File: config.mk
export PLATFORM = sky130hd
export DESIGN_NAME = stack_ctrl
export DESIGN_NICKNAME = d
export VERILOG_FILES = /design/src/rtl/stack_ctrl.sv
export SDC_FILE = /design/constraint.sdc
export NUM_CORES = 1
export LEC_CHECK = 0
export CORE_MARGIN = 3
export CORE_UTILIZATION = 45
export CTS_CLUSTER_DIAMETER = 200
export DETAILED_ROUTE_END_ITERATION = 10
export GPL_ROUTABILITY_DRIVEN = 1
export PLACE_DENSITY = 0.85
export SLEW_MARGIN = 20
export SYNTH_ARGS = -nofsm -noshare
export SYNTH_HDL_FRONTEND = slang
export SYNTH_SLANG_ARGS = --single-unit
File: constraint.sdc
create_clock -name clk -period 5.7 [get_ports clk]
set_input_delay 0.57 -clock clk [delete_from_list [all_inputs] [get_ports clk]]
set_output_delay 0.57 -clock clk [all_outputs]
set_load 0.01 [all_outputs]
File: src/rtl/stack_ctrl.sv
// Request/response controller for a 4-deep, 18-bit LIFO: sequences push and pop strobes and tracks occupancy.
// Optional macro STACK_CTRL_STICKY_ERR_EN makes the overflow/underflow flags sticky until reset.
module stack_ctrl (
    input  logic        clk,
    input  logic        rst,
    input  logic        req_valid,
    input  logic        req_op,
    input  logic [17:0] req_data,
    output logic        req_ready,
    output logic        rsp_valid,
    output logic [17:0] rsp_data,
    input  logic        rsp_ready,
    output logic [2:0]  depth,
    output logic        err_overflow,
    output logic        err_underflow,
    output logic        write_stack_en,
    output logic        read_stack_en,
    output logic [17:0] in_stack_data,
    input  logic [17:0] out_stack_data
);

    typedef enum logic [2:0] {
        IDLE = 3'd0,
        PUSH = 3'd1,
        POP  = 3'd2,
        CAPT = 3'd3,
        RESP = 3'd4
    } state_t;

    localparam logic [2:0] MAX_DEPTH = 3'd4;

    state_t      r_state;
    logic [2:0]  r_depth;
    logic [17:0] r_rsp_data;
    logic [17:0] r_in_data;
    logic        r_err_ov;
    logic        r_err_un;
    logic        r_wr_en;
    logic        r_rd_en;
    logic        r_rsp_valid;
    logic        r_req_ready;

    // Strobes and handshakes are registered together with the state so each
    // output is high exactly while the matching state is held.
    always_ff @(posedge clk) begin
        if (rst) begin
            r_state     <= IDLE;
            r_depth     <= 3'd0;
            r_rsp_data  <= 18'd0;
            r_in_data   <= 18'd0;
            r_err_ov    <= 1'b0;
            r_err_un    <= 1'b0;
            r_wr_en     <= 1'b0;
            r_rd_en     <= 1'b0;
            r_rsp_valid <= 1'b0;
            r_req_ready <= 1'b1;
        end else begin
            r_wr_en <= 1'b0;
            r_rd_en <= 1'b0;
`ifndef STACK_CTRL_STICKY_ERR_EN
            r_err_ov <= 1'b0;
            r_err_un <= 1'b0;
`endif
            case (r_state)
                IDLE: begin
                    if (req_valid) begin
                        if (!req_op) begin
                            if (r_depth != MAX_DEPTH) begin
                                r_in_data   <= req_data;
                                r_depth     <= r_depth + 3'd1;
                                r_state     <= PUSH;
                                r_wr_en     <= 1'b1;
                                r_req_ready <= 1'b0;
                            end else begin
                                r_err_ov <= 1'b1;
                            end
                        end else begin
                            if (r_depth != 3'd0) begin
                                r_depth     <= r_depth - 3'd1;
                                r_state     <= POP;
                                r_rd_en     <= 1'b1;
                                r_req_ready <= 1'b0;
                            end else begin
                                r_err_un <= 1'b1;
                            end
                        end
                    end
                end
                PUSH: begin
                    r_state     <= IDLE;
                    r_req_ready <= 1'b1;
                end
                POP: begin
                    r_state <= CAPT;
                end
                CAPT: begin
                    // The stack's registered output is valid during this cycle.
                    r_rsp_data  <= out_stack_data;
                    r_rsp_valid <= 1'b1;
                    r_state     <= RESP;
                end
                RESP: begin
                    if (rsp_ready) begin
                        r_rsp_valid <= 1'b0;
                        r_req_ready <= 1'b1;
                        r_state     <= IDLE;
                    end
                end
                default: begin
                    r_rsp_valid <= 1'b0;
                    r_req_ready <= 1'b1;
                    r_state     <= IDLE;
                end
            endcase
        end
    end

    assign req_ready      = r_req_ready;
    assign rsp_valid      = r_rsp_valid;
    assign rsp_data       = r_rsp_data;
    assign depth          = r_depth;
    assign err_overflow   = r_err_ov;
    assign err_underflow  = r_err_un;
    assign write_stack_en = r_wr_en;
    assign read_stack_en  = r_rd_en;
    assign in_stack_data  = r_in_data;

endmodule

==> results.toml, run 1 <==
[run_status]
status = "complete, no violations"

[setup_path]
reg2reg_to = "in_stack_data[11]"
cpLargestDelayFamily = "simple AND/OR/NAND/NOR gates"
worst_path_largest_cell_delay_ns = 0.88
ff2ff_path_depth = 3
worstSetupPathType = "in -> reg"
crit_slowest_cell = "nor3_4"
crit_required_ns = 5.91
path_cells = "clkdlybuf4s50_1 -> or4b_4 -> nor3_4 -> mux2i_1"
critPathBufInv = 1
reg2reg_slack_ns = 3.43
crit_arrival_ns = 2.77
endpoint_kind = "flop"
path_max_fanout = 18
critPathLaunchType = "input pin"
cp-startpoint = "req_valid"
worstReg2RegStart = "r_state[2]"

[yosys]
synth_ff_type = "dfxtp_1"
avgSynthCellArea_um2 = 9.372
ys_warn_count = 0
synth-seq-cells = 48
synth_nets = 254
ys_types = 31
synth_area_mm2 = 0.001987
synth_top_area_cell = "dfxtp_1"
ys_seq_area_share_pct = 48.36
synth_area_leaders = "dfxtp_1 48%, nand2b_1 12%, mux2i_1 9.1%"
synth_edf_count = 0
async_flop_share_pct = 0
syn_inst = 212
synth_top_area_share_pct = 48.36

[clocking]
htreeDepth = 2
cts_made_buffers = 5
cts_max_path_buffers = 2
cts.repair.resized = 0
cts-root-buf = "clkbuf_8"
cts_tree = "done"
cts_post_setup_buffers_inserted = 0
clk_latency_ns = 0.29
clock_sinks = 48
ctsHoldBuffers = 0
clk_pin_slew_ns = 0.08

[min_path]
holdPathStages = 2
hp-start = "rsp_data[9]"
hold_class = "reg -> reg"
hold_path_end = "rsp_data[9]"

[floorplanning]
coreArea_mm2 = 0.004115
rows = 23
start_util_pct = 48.28
die_w_um = 72.45
die_h_um = 72.45
pin_count = 86
dieArea_mm2 = 0.005249

[final_layout]
area_growth_pct = 45.34
drive_gt1_share_pct = 3.806
antenna_cells = 0
final_nets = 331
final_cell_area_mm2 = 0.002888

[global_route]
grt_pass1_vias = 1641
grt.total_usage_pct = 18.03
grt_pass1_wl_mm = 7.555
grt_max_degree = 69
grt-ovfl-total = 0
antenna_found_initial = 0

[detailed_routing]
vias = 1689
antenna_left = 0
drt_iter0_drc = 72
drt_pre_antenna_iters = 4
drc = 0
vias_per_cell = 4.982
wl_per_cell_um = 13.56
finalWirelength_mm = 4.598

[placement]
place_area_mm2 = 0.002806
place_ws_ns = 2.830
gp_congestion = 0.7593
dp_hpwl_mm = 3.259
port_buffers = 85

[sta]
clock.fmax_mhz = 391.5
report.final.slew_viol_count = 0
finalHoldViolCount = 0
timing.setup.tns_ns = 0
slew_headroom_pct = 28.86
period_share_pct = 44.82
skew_ns = 0.003082
tightest_slew_ns = 1.064
rsz0062_at_grt = "no"
period_needed_ns = 2.555
setup_ws_ns = 3.145
setup_viol = 0

[power_and_ir_drop]
ir_drop_mv = 0.1760
p_total_w = 0.0006968
power_leakage_nw = 1.004
power_per_cell_area_mw_per_mm2 = 241.3

[job]
drv_cap = 0
## metrics by stage
step                      hold WS (ns)  utilization, %  std cells
after floorplan                 0.4805               -        212
final                           0.4569           70.17        339
after CTS                       0.4570           70.17        339
after global routing            0.4762           70.17        339
after global placement          0.4409           68.20        332
after detailed placement        0.4467           68.20        332
## worst max path at each step
stage / cells after the start / end
6_report: 4 / in_stack_data[11]
5_1_grt: 4 / in_stack_data[0]
4_1_cts: 4 / in_stack_data[11]
3_5_place_dp: 4 / in_stack_data[3]
3_3_place_gp: 4 / in_stack_data[14]
2_1_floorplan: 6 / depth[2]
## synthesized netlist by cell type, drive strengths merged, types with 2 or more instances
cell	instances
nand2b	37
nand2	36
nand3b	3
o31ai	2
xor2	2
nor4	2
buf	5
a211oi	2
clkbuf	10
nor3	3
nor4b	2
a21oi	20
inv	5
dfxtp	48
nor2	4
a2111o	2
mux2i	18
## placed cells by master, fill, tap and decap left out, drive strengths merged, types with 2 or more instances in the layout
cell,count
mux2i,18
o31ai,2
dfxtp,48
nand3b,3
a2111o,2
clkbuf,5
inv,5
nor4b,2
nor2,4
nor4,2
xor2,2
clkdlybuf4s50,84
nand2b,37
a21oi,20
nor3,3
a211oi,2
nand2,36
## registers in the layout, indices dropped and copies added (netlist names)
name	flops
in_stack_data	18
rsp_data	18
depth	3
r_state	3
err_overflow	1
err_underflow	1
read_stack_en	1
req_ready	1
rsp_valid	1
write_stack_en	1
## worst register-to-register path, stage by stage, from the launching register on
cell	delay, ns
dfxtp_1	0.38
or4b_4	0.64
nor3_4	0.88
mux2i_1	0.30
## per-layer routing
layer  share of wire [%]  global-route usage (%)
met5                   0                       0
met4                0.61                   3.689
met3                 8.1                   4.709
met2                  47                   31.34
met1                  44                   22.55
## final cells by class
class / instances / area [um2]
Clock buffer: 5 / 68.82
Clock inverter: 2 / 12.51
Fill cell: 342 / 1227
Inverter: 5 / 18.77
Multi-Input combinational cell: 144 / 918.4
Sequential cell: 48 / 960.9
Tap cell: 50 / 62.56
Timing Repair Buffer: 85 / 845.8
## report_power, final
group / leakage, nW / internal [W] / switching [W]
registers: 0.390 / 0.000354 / 0.0000151
logic: 0.574 / 0.0000825 / 0.0000568
clock network: 0.0400 / 0.0000832 / 0.000105
total: 1.00 / 0.000520 / 0.000177
## logic make-up (layout without fill, tap and decap cells)
family	after synthesis	after routing	synth area share (%)
AOI/OAI and AO/OA	31	31	9.697
xor gates and xnor gates	2	2	0.8818
adders and majority gates	1	1	1.008
buffers and inverters	20	97	5.731
DFF	48	48	48.36
muxes	19	19	9.635
and+or+nand+nor	91	91	24.69
No activity file was read; power rests on OpenSTA's default activity.
==> inputs of run 2 (changes only) <==
--- a/config.mk
+++ b/config.mk
@@ -6,11 +6,11 @@
 export NUM_CORES = 1
 export LEC_CHECK = 0
 export CORE_MARGIN = 3
-export CORE_UTILIZATION = 45
+export CORE_UTILIZATION = 42
 export CTS_CLUSTER_DIAMETER = 200
 export DETAILED_ROUTE_END_ITERATION = 10
 export GPL_ROUTABILITY_DRIVEN = 1
-export PLACE_DENSITY = 0.85
+export PLACE_DENSITY = 0.8
 export SLEW_MARGIN = 20
 export SYNTH_ARGS = -nofsm -noshare
 export SYNTH_HDL_FRONTEND = slang
==> constraint.sdc (replaced) <==
create_clock -name clk -period 2.6 [get_ports clk]
set_input_delay 0.26 -clock clk [delete_from_list [all_inputs] [get_ports clk]]
set_output_delay 0.26 -clock clk [all_outputs]
set_load 0.01 [all_outputs]
==> results.toml, run 2 (same netlist as run 1, synthesis figures left out) <==
[setup_path]
worstSetupPathType = "reg -> reg"
critPathLaunchType = "flop"
critPathBufInv = 1
reg2reg_to = "in_stack_data[7]"
endpoint_kind = "flop"
path_cells = "or4b_4 -> nor3_4 -> buf_4 -> mux2i_1"
crit_slowest_cell = "or4b_4"
worstReg2RegStart = "r_state[2]"
ff2ff_path_depth = 4
crit_arrival_ns = 2.05
worst_path_largest_cell_delay_ns = 0.64
reg2reg_slack_ns = 0.77
crit_required_ns = 2.82
path_max_fanout = 18
cpLargestDelayFamily = "simple AND/OR/NAND/NOR gates"

[clocking]
ctsHoldBuffers = 0
cts.repair.resized = 0
clk_pin_slew_ns = 0.08
cts_post_setup_buffers_inserted = 0
cts_made_buffers = 5
htreeDepth = 2
cts_tree = "done"
clk_latency_ns = 0.28
cts-root-buf = "clkbuf_8"
clock_sinks = 48
cts_max_path_buffers = 2

[sta]
rsz0062_at_grt = "no"
period_share_pct = 70.41
period_needed_ns = 1.831
clock.fmax_mhz = 546.2
report.final.slew_viol_count = 0
setup_ws_ns = 0.7692
finalHoldViolCount = 0
setup_viol = 0
slew_headroom_pct = 50.21
timing.setup.tns_ns = 0
skew_ns = 0.003524
tightest_slew_ns = 0.7469

[detailed_routing]
drc = 0
wl_per_cell_um = 12.62
finalWirelength_mm = 4.342
vias_per_cell = 4.878
drt_iter0_drc = 73
vias = 1678
antenna_left = 0
drt_pre_antenna_iters = 4

[final_layout]
antenna_cells = 0
layout_commonest_cell = "clkdlybuf4s50_1"
multi_input_comb_area_um2 = 918.4
final_nets = 334
area_growth_pct = 46.41
seqCellArea_um2 = 960.9
final_cells = 344
fillCellCount = 378
final_cell_area_mm2 = 0.002909
drive_gt1_share_pct = 4.452
final_cell_mix = "84 x clkdlybuf4s50_1, 48 x dfxtp_1, 37 x nand2b_1"

[floorplanning]
start_util_pct = 44.41
coreArea_mm2 = 0.004474
pin_count = 86
dieArea_mm2 = 0.005592
die_w_um = 74.78
rows = 24
die_h_um = 74.78

[global_route]
use_met2_pct = 27.22
grt_max_degree = 58
grt_util_met1_pct = 19.73
use_met3_pct = 3.605
grt.total_usage_pct = 16.02
antenna_found_initial = 0
grt_pass1_vias = 1642
grt.busiest_layer = "met2"
grt_pass1_wl_mm = 7.024
grt-ovfl-total = 0

[run_status]
status = "complete, no violations"

[placement]
port_buffers = 85
dp_hpwl_mm = 3.162
dp_cells = 337
gp_congestion = 0.8777
place_ws_ns = 0.4679
place_area_mm2 = 0.002831

[power_and_ir_drop]
p_total_w = 0.001522
ir_drop_mv = 0.3970
power_per_cell_area_mw_per_mm2 = 523.2
power_leakage_nw = 1.020

[min_path]
hp-start = "rsp_data[13]"
hold_class = "reg -> reg"
hold_path_end = "rsp_data[13]"
holdPathStages = 2

[job]
drv_cap = 0
==> run 2: changes by cell type in the layout (fill, tap and decap cells not counted), sizes merged <==
| cell | before | now |
|---|---|---|
| buf | 1 | 4 |
| clkbuf | 5 | 6 |
| clkinvlp | 1 | 0 |
==> run 2: per-layer routing <==
metal,share of wire [%],wire length (um)
met1,46,1977
met2,48,2085
met3,5.1,221
met4,1.3,57
met5,0,0
==> run 2: worst min-delay path, cell delays in order (launching register included) <==
cell and delay [ns]:
dfxtp_1 0.31, nand2_1 0.05, a21oi_1 0.05
==> run 2: through the flow <==
step | util (%) | hold WS (ns)
floorplan | - | 0.3960
global placement | 63.28 | 0.4421
detailed placement | 63.28 | 0.4464
CTS | 65.02 | 0.4582
global route | 65.02 | 0.4687
finish | 65.02 | 0.4556
==> run 2: area by class of cell <==
cell class | count | area share [%]
Timing Repair Buffer | 88 | 29.85
Clock buffer | 6 | 2.495
Clock inverter | 1 | 0.1720
Multi-Input combinational cell | 144 | 31.57
Sequential cell | 48 | 33.03
Tap cell | 52 | 2.237
Inverter | 5 | 0.6452
==> run 2: how the worst max path moves through the flow <==
stage          startpoint               end  slack [ns]  cells past startpoint
3_5_place_dp       req_op          depth[2]        0.47                      6
5_1_grt        r_state[2]  in_stack_data[7]        0.65                      4
2_1_floorplan      req_op          depth[2]        0.69                      6
3_3_place_gp       req_op          depth[2]        0.51                      6
4_1_cts        r_state[2]  in_stack_data[0]        0.76                      4
6_report       r_state[2]  in_stack_data[7]        0.77                      4
==> run 2: power by group <==
part / internal, W / total, W / leakage (nW) / switching [W]
registers: 0.000776 / 0.000809 / 0.390 / 0.0000337
logic: 0.000183 / 0.000307 / 0.589 / 0.000123
clock network: 0.000183 / 0.000406 / 0.0410 / 0.000223
total: 0.00114 / 0.00152 / 1.02 / 0.000380
